$ cat src/rtl/dmem_arb_pkg.sv
// =============================================================================
// Module      : dmem_arb_pkg
// Description : Shared types and constants for the data-RAM arbiter.
// Revision    : 1.0 - initial release
// =============================================================================
`default_nettype none

package dmem_arb_pkg;

    localparam int DEF_ADDR_W = 12;
    localparam int DEF_DATA_W = 32;
    localparam int CONFLICT_W = 16;
    // Wide enough for the largest legal STARVE_MAX (15).
    localparam int STREAK_W   = 4;

    typedef enum logic [1:0] {
        OWN_NONE = 2'd0,
        OWN_P    = 2'd1,
        OWN_IO   = 2'd2
    } owner_e;

endpackage

`default_nettype wire

$ cat src/rtl/dmem_arb_fairness.sv
// =============================================================================
// Module      : dmem_arb_fairness
// Description : Processor-priority grant decision with a bounded I/O starvation streak.
// Revision    : 1.0 - initial release
// =============================================================================
`default_nettype none

module dmem_arb_fairness
    import dmem_arb_pkg::*;
#(
    parameter int STARVE_MAX = 4
) (
    input  logic clock,
    input  logic reset,
    input  logic p_req,
    input  logic io_req,
    output logic gnt_p,
    output logic gnt_io
);

    localparam logic [STREAK_W-1:0] C_STARVE = STREAK_W'(STARVE_MAX);

    logic [STREAK_W-1:0] streak_q;
    logic [STREAK_W-1:0] streak_d;

    always_comb begin
        gnt_p    = 1'b0;
        gnt_io   = 1'b0;
        streak_d = streak_q;
        if (reset) begin
            if (p_req && io_req) begin
                // Contested: processor wins until the streak reaches its limit.
                if (streak_q >= C_STARVE) begin
                    gnt_io   = 1'b1;
                    streak_d = '0;
                end else begin
                    gnt_p    = 1'b1;
                    streak_d = streak_q + 1'b1;
                end
            end else if (p_req) begin
                gnt_p    = 1'b1;
                streak_d = '0;
            end else if (io_req) begin
                gnt_io   = 1'b1;
                streak_d = '0;
            end
        end
    end

    always_ff @(posedge clock or negedge reset) begin
        if (!reset) begin
            streak_q <= '0;
        end else begin
            streak_q <= streak_d;
        end
    end

endmodule

`default_nettype wire

$ cat src/rtl/dmem_arbiter.sv
// =============================================================================
// Module      : dmem_arbiter
// Description : Shares one data RAM between the processor and the game I/O engine.
// Revision    : 1.0 - initial release
// =============================================================================
`default_nettype none

module dmem_arbiter
    import dmem_arb_pkg::*;
#(
    parameter int ADDR_W     = DEF_ADDR_W,
    parameter int DATA_W     = DEF_DATA_W,
    parameter int STARVE_MAX = 4
) (
    input  logic                  clock,
    input  logic                  reset,
    input  logic                  p_req,
    input  logic                  p_wen,
    input  logic [ADDR_W-1:0]     p_addr,
    input  logic [DATA_W-1:0]     p_wdata,
    output logic                  p_gnt,
    output logic                  p_rvalid,
    output logic [DATA_W-1:0]     p_rdata,
    input  logic                  io_req,
    input  logic                  io_wen,
    input  logic [ADDR_W-1:0]     io_addr,
    input  logic [DATA_W-1:0]     io_wdata,
    output logic                  io_gnt,
    output logic                  io_rvalid,
    output logic [DATA_W-1:0]     io_rdata,
    output logic                  ram_wEn,
    output logic [ADDR_W-1:0]     ram_addr,
    output logic [DATA_W-1:0]     ram_dataIn,
    input  logic [DATA_W-1:0]     ram_dataOut,
    output logic [CONFLICT_W-1:0] conflict_cnt
);

    owner_e                owner_q;
    owner_e                owner_d;
    logic [CONFLICT_W-1:0] conflict_q;
    logic [CONFLICT_W-1:0] conflict_d;

    dmem_arb_fairness #(
        .STARVE_MAX (STARVE_MAX)
    ) u_fairness (
        .clock  (clock),
        .reset  (reset),
        .p_req  (p_req),
        .io_req (io_req),
        .gnt_p  (p_gnt),
        .gnt_io (io_gnt)
    );

    always_comb begin
        ram_wEn    = 1'b0;
        ram_addr   = '0;
        ram_dataIn = '0;
        if (p_gnt) begin
            ram_wEn    = p_wen;
            ram_addr   = p_addr;
            ram_dataIn = p_wdata;
        end else if (io_gnt) begin
            ram_wEn    = io_wen;
            ram_addr   = io_addr;
            ram_dataIn = io_wdata;
        end
    end

    always_comb begin
        owner_d = OWN_NONE;
        if (p_gnt && !p_wen) begin
            owner_d = OWN_P;
        end else if (io_gnt && !io_wen) begin
            owner_d = OWN_IO;
        end
    end

    always_comb begin
        conflict_d = conflict_q;
        if (p_req && io_req && (conflict_q != {CONFLICT_W{1'b1}})) begin
            conflict_d = conflict_q + 1'b1;
        end
    end

    always_ff @(posedge clock or negedge reset) begin
        if (!reset) begin
            owner_q    <= OWN_NONE;
            conflict_q <= '0;
        end else begin
            owner_q    <= owner_d;
            conflict_q <= conflict_d;
        end
    end

    // RAM output is only forwarded to the port that issued the read last cycle.
    assign p_rvalid     = (owner_q == OWN_P);
    assign io_rvalid    = (owner_q == OWN_IO);
    assign p_rdata      = (owner_q == OWN_P)  ? ram_dataOut : '0;
    assign io_rdata     = (owner_q == OWN_IO) ? ram_dataOut : '0;
    assign conflict_cnt = conflict_q;

endmodule

`default_nettype wire

$ cat config.mk
export PLATFORM = sky130hd
export DESIGN_NAME = dmem_arbiter
export DESIGN_NICKNAME = d
export VERILOG_FILES = /design/src/rtl/dmem_arb_pkg.sv /design/src/rtl/dmem_arb_fairness.sv /design/src/rtl/dmem_arbiter.sv
export SDC_FILE = /design/constraint.sdc
export NUM_CORES = 1
export LEC_CHECK = 0
export BUFFER_PORTS_ARGS = -buffer_cell sky130_fd_sc_hd__buf_2
export CAP_MARGIN = 20
export CORE_AREA = 4 4 97 99
export CTS_CLUSTER_DIAMETER = 120
export DETAILED_ROUTE_END_ITERATION = 16
export DIE_AREA = 0 0 101 103
export GPL_TIMING_DRIVEN = 0
export MAX_ROUTING_LAYER = met4
export PLACE_DENSITY = 0.61
export RECOVER_POWER = 100
export SYNTH_ARGS = -nofsm -noshare
export SYNTH_HDL_FRONTEND = slang
export SYNTH_SLANG_ARGS = --single-unit
$ cat constraint.sdc
create_clock -name clock -period 3.5 [get_ports clock]
set_clock_uncertainty 0.1 [all_clocks]
set_input_delay 0.35 -clock clock [delete_from_list [all_inputs] [get_ports clock]]
set_output_delay 0.35 -clock clock [all_outputs]
set_load 0.01 [all_outputs]
== Yosys cells after proc, flatten, opt, wreduce, memory -nomap -nowiden ==
Index checks and enable logic that the tools add are counted.
Operators by class
  add/sub/neg operators: 2
  $mul: 0
  divide/modulo/power cells: 0
  $lt $le $gt $ge: 1
  eq/ne operators: 3
  shifts and indexed selects: 0
  multiplexer cells: 23
  bitwise logic cells: 0
  reduce and logical (&&, ||, !) cells: 8
Operators by type and width (number)
  32-bit 2-to-1 mux: 4
  12-bit 2-to-1 mux: 2
  16-bit by 1-bit adder with 16-bit output, second input constant: 1
  4-bit 2-to-1 mux: 4
  16-bit != test, second input constant: 1
  1-bit 2-to-1 mux: 11
  4-bit by 1-bit adder with 4-bit output, second input constant: 1
  4-bit by 3-bit >= comparator with 1-bit output, second input constant: 1
  1-bit logical AND: 4
  2-bit 2-to-1 mux: 2
  3-bit nonzero test: 1
  2-bit by 1-bit equality test with 1-bit output, second input constant: 1
  2-bit equality test, second input constant: 1
  1-bit logical NOT: 2
  2-bit AND reduction: 1
Storage, ports and cells
  register bits: 22
  latch bits: 0
  memory bits (writable): 0
  memory bits (read-only): 0
  bits of input ports: 126
  output and inout bits: 129
  logic and storage cells: 40
  memories kept: 0

== Logic depth before layout (Yosys ltp) ==
Gate-level depths: netlist of the first run.
  depth in word-level cells: 7
  mapped depth: 5

== Cells and area by module ==
Synthesis of the first run repeated with hierarchy kept, for this count alone.
Second synthesis, totals
  cell total of the unflattened synthesis: 233
  area total of the unflattened synthesis: 2000.7 sq um
By module, submodules not included
  dmem_arbiter: times used 1, cells an instance 217, area each 1789.2 sq um, sequential area each 450.4 sq um
  dmem_arb_fairness: times used 1, cells an instance 16, area each 211.5 sq um, sequential area each 100.1 sq um

== Worst setup path before layout of the first run ==
Ideal clock, no wire load.
  path type: flip-flop to output port
  start point: register u_fairness.streak_q[2]
  end point: output ram_dataIn[23]
  data arrival time: 1237 ps
  setup slack: 1813 ps
  cell stages (with the launch flop): 5
  cells stage by stage: dfrtp_1 > o21ai_0 > and3_2 > clkbuf_1 > a22o_1
On the way
  elaborated cells between the ends (all ways): 9
  those cells by class: order compare: 1; mux: 8
RTL lines
  from (decl): line dmem_arb_fairness.sv:23  | logic [STREAK_W-1:0] streak_q;
  from (signal assigned): line dmem_arb_fairness.sv:54  | streak_q <= streak_d;
  4-bit by 3-bit >= comparator with 1-bit output: line dmem_arb_fairness.sv:33  | if (streak_q >= C_STARVE) begin
  1-bit 2-to-1 mux: line dmem_arb_fairness.sv:33
  1-bit 2-to-1 mux: line dmem_arb_fairness.sv:31  | if (p_req && io_req) begin
  1-bit 2-to-1 mux: line dmem_arb_fairness.sv:30  | if (reset) begin
  via p_gnt: line dmem_arbiter.sv:21  | output logic p_gnt,
  32-bit 2-to-1 mux: line dmem_arbiter.sv:58  | if (p_gnt) begin
  to (decl): line dmem_arbiter.sv:33  | output logic [DATA_W-1:0] ram_dataIn,
The timed path passes the listed nets, and every way through them passes these cells.

== Worst setup path in the final report of the first run ==
  start point: input reset
  end point: output ram_dataIn[25]
On the way
  word-level cells in the longest chain between the ends: 3
  elaborated cells between the ends (all ways): 4
  those cells by class: mux: 4
RTL lines
  from (decl): line dmem_arbiter.sv:16  | input logic reset,
  1-bit 2-to-1 mux: line dmem_arb_fairness.sv:30
  32-bit 2-to-1 mux: line dmem_arbiter.sv:62  | end else if (io_gnt) begin
  32-bit 2-to-1 mux *: line dmem_arbiter.sv:58
Mark *: on every way between the ends. The rest lies on a longest branch, timed or not.

==> results of run 1 <==
==> what timing repair did <==
action / in CTS / in global routing
hold endpoints to repair: 22 / 0
hold buffers: 1 / 0
gates resized for setup: 0 / 0
==> worst paths after layout <==
kind	start	to	slack [ps]
worst min-delay path	p_wen	owner_q[0]	140
min in group asynchronous	reset	conflict_cnt[5]	500
max in group asynchronous	reset	conflict_cnt[9]	2420
worst max-delay path	reset	ram_dataIn[25]	340
worst min register to register	u_fairness.streak_q[1]	u_fairness.streak_q[1]	420
worst max register to register	conflict_cnt[0]	conflict_cnt[10]	1300
==> cells in the final DEF (no fill, tap or decap), drive strengths merged <==
cell type,n
mux2,2
buf,166
and4,2
or3,1
a22o,45
a2111oi,1
a31oi,1
o21ai,3
nor2,7
dlygate4sd3,1
clkbuf,108
ha,2
nor3,4
a32o,2
nor2b,4
or2,1
o2111ai,1
and2,65
nand3,7
xnor2,4
a21oi,5
nand2,8
nand4,6
and3,3
dfrtp,22
nor3b,1
xor2,7
diode,7
nor4,4
==> layout make-up <==
cell class | count | area, um^2
well taps | 108 | 135
fillers | 940 | 5240
clock buffers | 4 | 55.1
diodes | 7 | 17.5
flip-flops and latches | 22 | 551
repair buffers | 255 | 1160
multi-input cells | 186 | 1320
plain buffers | 16 | 66.3
==> synthesized netlist by cell type, drive strengths merged (4+ instances only) <==
cell type	count	share of area [%]
nand2	8	1.5
nor4	4	1.9
dfrtp	22	28
a21oi	5	1.3
nand4	6	2.8
xor2	7	3.1
nor3	4	1.3
clkbuf	8	1.5
nand3	7	2.4
nor2b	4	1.3
nor2	7	1.4
a22o	45	20
xnor2	4	1.8
buf	8	2.0
and2	65	20
==> critical path: stages <==
cell and delay [ps]:
dlygate4sd3_1 520, buf_2 470, and3_2 290, clkbuf_1 570
a22o_1 250, clkbuf_1 240
==> per-layer routing <==
metal / vias to the layer above / wire, um / track usage (%)
li1: 1353 / - / -
met1: 1256 / 4310 / 23.1
met2: 157 / 4670 / 26.8
met3: 9 / 1410 / 8.80
met4: 0 / 51 / 0.818
met5: - / 0 / -
==> stage by stage <==
step	cells	util, %
floorplan	224	-
global placement	586	39.7
detailed placement	586	39.7
CTS	591	40.5
global route	598	38.7
finish	598	38.7
==> kinds of logic after synthesis <==
kind of cell	synth area share, %
flops	27.7
fa+ha+maj	1.26
simple gates	36.1
mux	1.32
buf+inv	3.52
compound gates	25.3
xor+xnor	4.84
==> registers in the layout (all words and copies together), names as in the netlist <==
| signal | count |
|---|---|
| conflict_cnt | 16 |
| owner_q | 2 |
| u_fairness.streak_q | 4 |
==> power breakdown <==
group          total [mW]  leakage [nW]  switching, mW  internal (mW)
sequential          0.351         0.295         0.0595          0.292
combinational       0.337          1.34          0.181          0.155
clock               0.188        0.0288         0.0875          0.100
==> impl_metrics.toml, run 1 <==
[layout]
postLayoutCellArea_um2 = 3310
layout-drive-gt1-share_pct = 37.1
nets = 612
areaGrowthSynthToFinish_pct = 66.5

[route]
ant_nets = 0
num_vias = 2775
drcViolationCount = 0
wl_um = 10400
vias_per_cell = 4.64
wl_per_cell_um = 17.5
first_iter_violations = 78
firstDrtPassIters = 4

[floorplan]
die_height_um = 103
design.core.area_um2 = 8550
start_util_pct = 23.3
die-area_um2 = 10400
chipWidth_um = 101
rows = 34
io_pins = 255

[timing]
slew_headroom_pct = 35.1
hold_violations = 0
worst_slew_pin_slew_ps = 949
setup_viol = 0
fmax_mhz = 317
postLayoutSetupSlackWorst_ps = 340
hold_slack_ps = 143
period_share_pct = 90.3
slew_viol_final = 0
fin_crit_ps = 3160
setup-tns-final_ps = 0
rsz0062_at_grt = "no"

[clock_tree]
cts.sinks = 22
cts_tree = "yes"
htreeDepth = 1
postCtsSetupRepairBufs = 0
clockBufferDepth = 2
clk_pin_slew_ps = 80
clock_latency_ps = 270
root_buffer = "clkbuf_8"
cts-buffers-inserted = 3

[place]
io_buffers = 254
post-place-ws_ps = 914
gp_congestion = 0.797
place_area_um2 = 3400
dp_hpwl_um = 8930

[synthesis]
syn-cell-area_um2 = 1990
synth_cells = 224
synth_top_flop_cell = "dfrtp_1"
seq_area_frac_synth_pct = 27.7
avgSynthCellArea_um2 = 8.88
syn-num-nets = 352
yosysWarnings = 0
async_reset_ff_share_pct = 100
synth-edff-count = 0
ys_ff_latch = 22
yosysUniqueCellTypes = 35

[power_and_ir_drop]
cellLeakagePower_nw = 1.67
ir_drop_v = 0.000279
p_per_area_nw_per_um2 = 265
total_power_uw = 876

[hold_path]
min_path_cells = 2
min_path_type = "input port to register"

[critical_path]
worstPathMaxFanout = 26
crit_path_end_kind = "primary output"
required_ps = 3050
critPathArrivalTime_ps = 2710
start_kind = "input port"
critPathKind = "input port to primary output"
ff2ff_path_depth = 5

[grt]
grt_max_degree = 27
antenna_found_initial = 7
grt_pass1_vias = 2563
grt_util_all_layers_pct = 17.9
grt_remaining_overflow = 0
grt_first_pass_wirelength_um = 14100

[status]
status = "complete, no violations"

[run]
maxCapViolCount = 0
(Power assumes the default switching activity.)
==> run 2, diff against run 1 <==
--- a/config.mk
+++ b/config.mk
@@ -5,15 +5,16 @@
 export SDC_FILE = /design/constraint.sdc
 export NUM_CORES = 1
 export LEC_CHECK = 0
+export ABC_AREA = 1
 export BUFFER_PORTS_ARGS = -buffer_cell sky130_fd_sc_hd__buf_2
 export CAP_MARGIN = 20
-export CORE_AREA = 4 4 97 99
+export CORE_AREA = 4 4 98 100
 export CTS_CLUSTER_DIAMETER = 120
 export DETAILED_ROUTE_END_ITERATION = 16
-export DIE_AREA = 0 0 101 103
+export DIE_AREA = 0 0 102 104
 export GPL_TIMING_DRIVEN = 0
 export MAX_ROUTING_LAYER = met4
-export PLACE_DENSITY = 0.61
+export PLACE_DENSITY = 0.62
 export RECOVER_POWER = 100
 export SYNTH_ARGS = -nofsm -noshare
 export SYNTH_HDL_FRONTEND = slang
==> run 2 against run 1 <==
  * Core utilization up 0.83 points
  * Maximum frequency up 0.98%
  * Sequential share of layout area shrank 0.59 points
  * Register-to-register slack lost 210 ps
  * Hold slack better by 5.5 ps
  * First-iteration DRC count increased by 74%
  * Combinational power increased by 2%
  * Final cell count increased by 20%
  * Clock power decreased by 14%
  * Critical endpoint is now ram_dataIn[29]
  * Largest power group is now combinational cells
==> impl_metrics.toml, run 2 <==
[status]
status = "complete, no violations"

[critical_path]
worstPathMaxFanout = 26
required_ps = 3050
slowest_stage = "dlygate4sd3_1"
crit_path_end_kind = "primary output"
cp_slowest_stage_delay_ps = 520
crit_start = "reset"
start_kind = "input port"
timing.rr.start = "conflict_cnt[1]"
crit_chain = "dlygate4sd3_1 -> buf_2 -> nand2_1 -> a21oi_4 -> buf_2 -> a22o_1 -> clkbuf_1"
crit_path_frequent_cell = "buf_2"
ff2ff_path_depth = 7
critPathKind = "input port to primary output"
critPathArrivalTime_ps = 2680

[floorplan]
die-area_um2 = 10600
chipWidth_um = 102
start_util_pct = 24.7
rows = 34
die_height_um = 104
io_pins = 255
design.core.area_um2 = 8680

[clock_tree]
clk_pin_slew_ps = 80
clock_latency_ps = 260
cts.sinks = 22
htreeDepth = 1
cts_tree = "yes"
clockBufferDepth = 2
cts-buffers-inserted = 3
root_buffer = "clkbuf_8"

[layout]
final_common_cell = "buf_2"
largest_reg_flops = 16
nets = 729
final_util_pct = 39.6
fillers = 1029
postLayoutCellArea_um2 = 3430
layout-drive-gt1-share_pct = 24.5
areaGrowthSynthToFinish_pct = 60.5
layout_common_cells = "buf_2 (137), clkbuf_1 (131), nand2_1 (87)"

[power_and_ir_drop]
cellLeakagePower_nw = 1.90
p_int_uw = 497
swShare_pct = 39.0
p_comb_share_pct = 42.1
p_per_area_nw_per_um2 = 237
total_power_uw = 815
ir_drop_v = 0.000257
switchingPower_uw = 318
pwr-share-clk_pct = 19.7
power.share.sequential_pct = 38.2

[synthesis]
yosys.area.top_type_share_pct = 25.7
syn-num-nets = 469
yosysUniqueCellTypes = 26
async_reset_ff_share_pct = 100
synth_cells = 341
avgSynthCellArea_um2 = 6.27
seq_area_frac_synth_pct = 25.7
synth_top_cells_by_area = "dfrtp_1 (26%), a22o_1 (18%), nand2_1 (15%)"
ys_ff_latch = 22
syn-cell-area_um2 = 2140
yosys-top-cells-count = "nand2_1 (87), nor2_1 (84), inv_1 (48), a22o_1 (44), dfrtp_1 (22)"
synth-edff-count = 0
yosysWarnings = 0
synth_top_flop_cell = "dfrtp_1"
synth_largest_area_cell = "dfrtp_1"
synth.most_common_cell = "nand2_1"

[hold_path]
hold_start = "p_wen"
min_path_type = "input port to register"
min_path_cells = 2

[grt]
grt_first_pass_wirelength_um = 17300
grtUsageMet3_pct = 11.5
grt_remaining_overflow = 0
met1_usage_pct = 28.3
grt_max_degree = 27
antenna_found_initial = 13
grt_util_all_layers_pct = 21.5
gr-max-usage-layer = "met2"
gr-usage-met2_pct = 30.1
grt_pass1_vias = 3053

[timing]
worst_slew_pin_slew_ps = 659
setup-tns-final_ps = 0
slew_headroom_pct = 55.6
slew_viol_final = 0
period_share_pct = 89.4
setup_viol = 0
hold_slack_ps = 149
hold_violations = 0
fin_crit_ps = 3130
fmax_mhz = 320
rsz0062_at_grt = "no"

[place]
dp_hpwl_um = 10500
gp_congestion = 0.890
place_area_um2 = 3550
io_buffers = 254

[route]
wl_um = 12000
num_vias = 3178
wl_per_cell_um = 16.6
drcViolationCount = 0
vias_per_cell = 4.41
ant_nets = 0
firstDrtPassIters = 4
first_iter_violations = 136

[run]
maxCapViolCount = 0
run 2: cell types whose count changed in the layout (fill, tap and decap cells not counted), moves of 26 or more:
cell,delta
nand2_1,+79
clkbuf_1,+27
inv_1,+49
nor2_1,+79
and2_1,-39
buf_2,-29
and2_0,-26
run 2: repair_timing:
action,in CTS,in global routing
resized for setup,0,0
setup endpoints to repair,0,0
hold buffers,1,0
hold endpoints to repair,7,0
setup buffers,0,0
run 2: per-layer routing:
metal | wire length, um | up-vias | share of wire [%]
met5 | 0 | - | 0
met4 | 114 | 0 | 0.95
met3 | 1570 | 14 | 13
met2 | 4780 | 163 | 40
met1 | 5490 | 1378 | 46
li1 | - | 1623 | -
run 2: kinds of logic after synthesis:
kind of cell,share of synthesized area (%)
buf+inv,13.1
compound gates,20.9
flops,25.7
simple gates,36.6
xor+xnor,2.46
fa+ha+maj,1.17
run 2: worst paths after layout:
kind	end	slack (ps)
setup / recovery	ram_dataIn[29]	370
hold / removal	owner_q[0]	150
setup reg to reg	conflict_cnt[4]	1090
hold reg to reg	u_fairness.streak_q[0]	410
max in group asynchronous	owner_q[0]	2390
min in group asynchronous	conflict_cnt[5]	520
run 2: worst max-delay path: cells and delay by family:
kind / cells / cell delay [ps]
buffers and inverters: 4 / 1540
and+or+nand+nor: 1 / 280
AOI/OAI and AO/OA: 2 / 510
run 2: cell type report:
class | count | area, um^2 | share of cell area, %
Timing Repair Buffer | 255 | 1130 | 32.8
Antenna cell | 13 | 32.5 | 0.948
Sequential cell | 22 | 551 | 16.0
Clock buffer | 3 | 41.3 | 1.20
Inverter | 50 | 188 | 5.47
Buffer | 17 | 81.3 | 2.37
Tap cell | 108 | 135 | 3.94
Multi-Input combinational cell | 252 | 1280 | 37.2
run 2: stage by stage:
step           cells  worst slack [ps]
6_report         720               371
5_1_grt          720               113
4_1_cts          707               393
3_5_place_dp     703               932
3_3_place_gp     703               977
2_1_floorplan    341              1810
run 2: power by group through the flow:
stage          registers [mW]  clock network, mW  logic, mW
2_1_floorplan           0.320                  0      0.169
3_3_place_gp            0.315                  0      0.361
3_5_place_dp            0.316                  0      0.366
4_1_cts                 0.311              0.167      0.369
5_1_grt                 0.317              0.178      0.384
6_report                0.311              0.161      0.343
==> run 3, diff against run 2 <==
--- a/config.mk
+++ b/config.mk
@@ -12,7 +12,6 @@
 export CTS_CLUSTER_DIAMETER = 120
 export DETAILED_ROUTE_END_ITERATION = 16
 export DIE_AREA = 0 0 102 104
-export GPL_TIMING_DRIVEN = 0
 export MAX_ROUTING_LAYER = met4
 export PLACE_DENSITY = 0.62
 export RECOVER_POWER = 100
==> constraint.sdc (replaced) <==
create_clock -name clock -period 3.5 [get_ports clock]
set_clock_uncertainty 0.1 [all_clocks]
set_input_delay 0.525 -clock clock [delete_from_list [all_inputs] [get_ports clock]]
set_output_delay 0.525 -clock clock [all_outputs]
set_load 0.01 [all_outputs]
==> run 3 against run 2 <==
  * Global-route usage fell by 0.29 points
  * Non-clock buffer count fell by 16
  * Design area fell by 1.4%
  * Die area did not move
  * Flip-flop and latch count did not move
  * Critical endpoint unchanged
  * Highest routed layer unchanged
==> impl_metrics.toml, run 3 (synthesized netlist as in run 2, its figures left out) <==
[clock_tree]
clockBufferDepth = 2
root_buffer = "clkbuf_8"
postCtsSetupRepairBufs = 0
cts.sinks = 22
ctsHoldBuffers = 0
clk_pin_slew_ps = 80
cts_tree = "yes"
htreeDepth = 1
clock_latency_ps = 270
cts-buffers-inserted = 3
ctsResizeCount = 0

[route]
num_vias = 3196
firstDrtPassIters = 5
first_iter_violations = 148
vias_per_cell = 4.51
wl_met2_um = 4760
drcViolationCount = 0
wl_per_cell_um = 16.6
dr_wl_met3_um = 2040
wl_met1_um = 4840
ant_nets = 0
top_layer = "met4"
wl_um = 11800

[grt]
grt_remaining_overflow = 0
grt_pass1_vias = 2976
grt_max_degree = 47
grt_util_all_layers_pct = 21.2
grt_first_pass_wirelength_um = 16800
antenna_found_initial = 17

[critical_path]
critPathBufInv = 4
timing.rr.start = "conflict_cnt[0]"
critPathArrivalTime_ps = 2080
worstPathMaxFanout = 46
crit_path_end_kind = "primary output"
required_ps = 2870
start_kind = "input port"
crit_chain = "buf_2 -> nand2_1 -> inv_1 -> nand2_1 -> nand3_2 -> inv_2 -> a22o_1 -> clkbuf_1"
cp_slowest_stage_delay_ps = 550
critPathKind = "input port to primary output"
crit_path_frequent_cell = "nand2_1"
crit_start = "io_req"
crit_family = "buffers and inverters"
slowest_stage = "inv_2"

[hold_path]
min_path_type = "input port to register"
hold_start = "p_wen"

[timing]
slew_headroom_pct = 14.8
worst_slew_pin_slew_ps = 1280
slew_viol_final = 0
setup-tns-final_ps = 0
rsz0062_at_grt = "no"
fin_crit_ps = 2700
setup_viol = 0
hold_violations = 0
hold_slack_ps = 312
postLayoutSetupSlackWorst_ps = 796
fmax_mhz = 370
period_share_pct = 77.3

[layout]
nets = 713
area.sequential_um2 = 551
final_common_cell = "clkbuf_1"
fillers = 1028
multi_input_area_um2 = 1290
layout-drive-gt1-share_pct = 23.3
areaGrowthSynthToFinish_pct = 58.2
largest_reg_flops = 16
layout_common_cells = "clkbuf_1 (130), buf_2 (125), nand2_1 (87)"

[power_and_ir_drop]
cellLeakagePower_nw = 1.84
ir_drop_v = 0.000196
p_per_area_nw_per_um2 = 246

[place]
dp_hpwl_um = 10100
io_buffers = 254
post-place-ws_ps = 836
gp_congestion = 0.921

[floorplan]
rows = 34
io_pins = 255
design.core.area_um2 = 8680
start_util_pct = 24.7
die-area_um2 = 10600
chipWidth_um = 102
die_height_um = 104

[status]
status = "complete, no violations"

[run]
maxCapViolCount = 0
run 3: cell types whose count changed in the layout (fill, tap and decap cells not counted):
cell           previous run  this run
o21ai_0                   6         5
clkbuf_1                131       130
diode_2                  13        17
o21ai_4                   0         1
clkbuf_2                  2         0
dlygate4sd3_1             1         0
clkbuf_8                  3         4
nand3_2                   0         1
nand3_1                  11        10
buf_6                     1         0
buf_2                   137       125
buf_4                     0         1
run 3: where the power goes:
part	leakage [nW]	total [mW]	switching, mW	internal (mW)
sequential	0.300	0.311	0.0336	0.277
clock	0.0289	0.191	0.0905	0.101
combinational	1.51	0.331	0.192	0.139
total	1.84	0.833	0.316	0.516
run 3: cell type report:
cell class	count	area share, %
clock buffers	4	1.63
diodes	17	1.26
multi-input cells	252	38.2
inverters	50	5.54
repair buffers	256	33.1
well taps	108	3.99
flip-flops and latches	22	16.3
run 3: worst paths after layout:
kind / end / slack (ps) / depth (start not counted)
min in group asynchronous: conflict_cnt[0] / 640 / 2
worst max-delay path: ram_dataIn[29] / 800 / 8
worst min-delay path: owner_q[0] / 310 / 2
max in group asynchronous: u_fairness.streak_q[1] / 1910 / 2
worst max register to register: conflict_cnt[1] / 1320 / 6
worst min register to register: u_fairness.streak_q[0] / 410 / 1
run 3: layer usage:
layer  vias to the layer above  global-route usage, %
met1                      1401                   26.7
met3                        12                   13.1
met5                         -                      -
met2                       189                   29.1
li1                       1594                      -
met4                         0                   3.84
run 3: per-stage QoR:
| step | power [mW] | utilization, % | area (um^2) | cells |
|---|---|---|---|---|
| after global placement | 0.661 | 40.0 | 3470 | 688 |
| final | 0.833 | 39.0 | 3390 | 709 |
| after floorplan | 0.489 | - | 2140 | 341 |
| after detailed placement | 0.668 | 40.0 | 3470 | 688 |
| after global routing | 0.891 | 39.0 | 3390 | 709 |
| after CTS | 0.861 | 40.6 | 3520 | 692 |
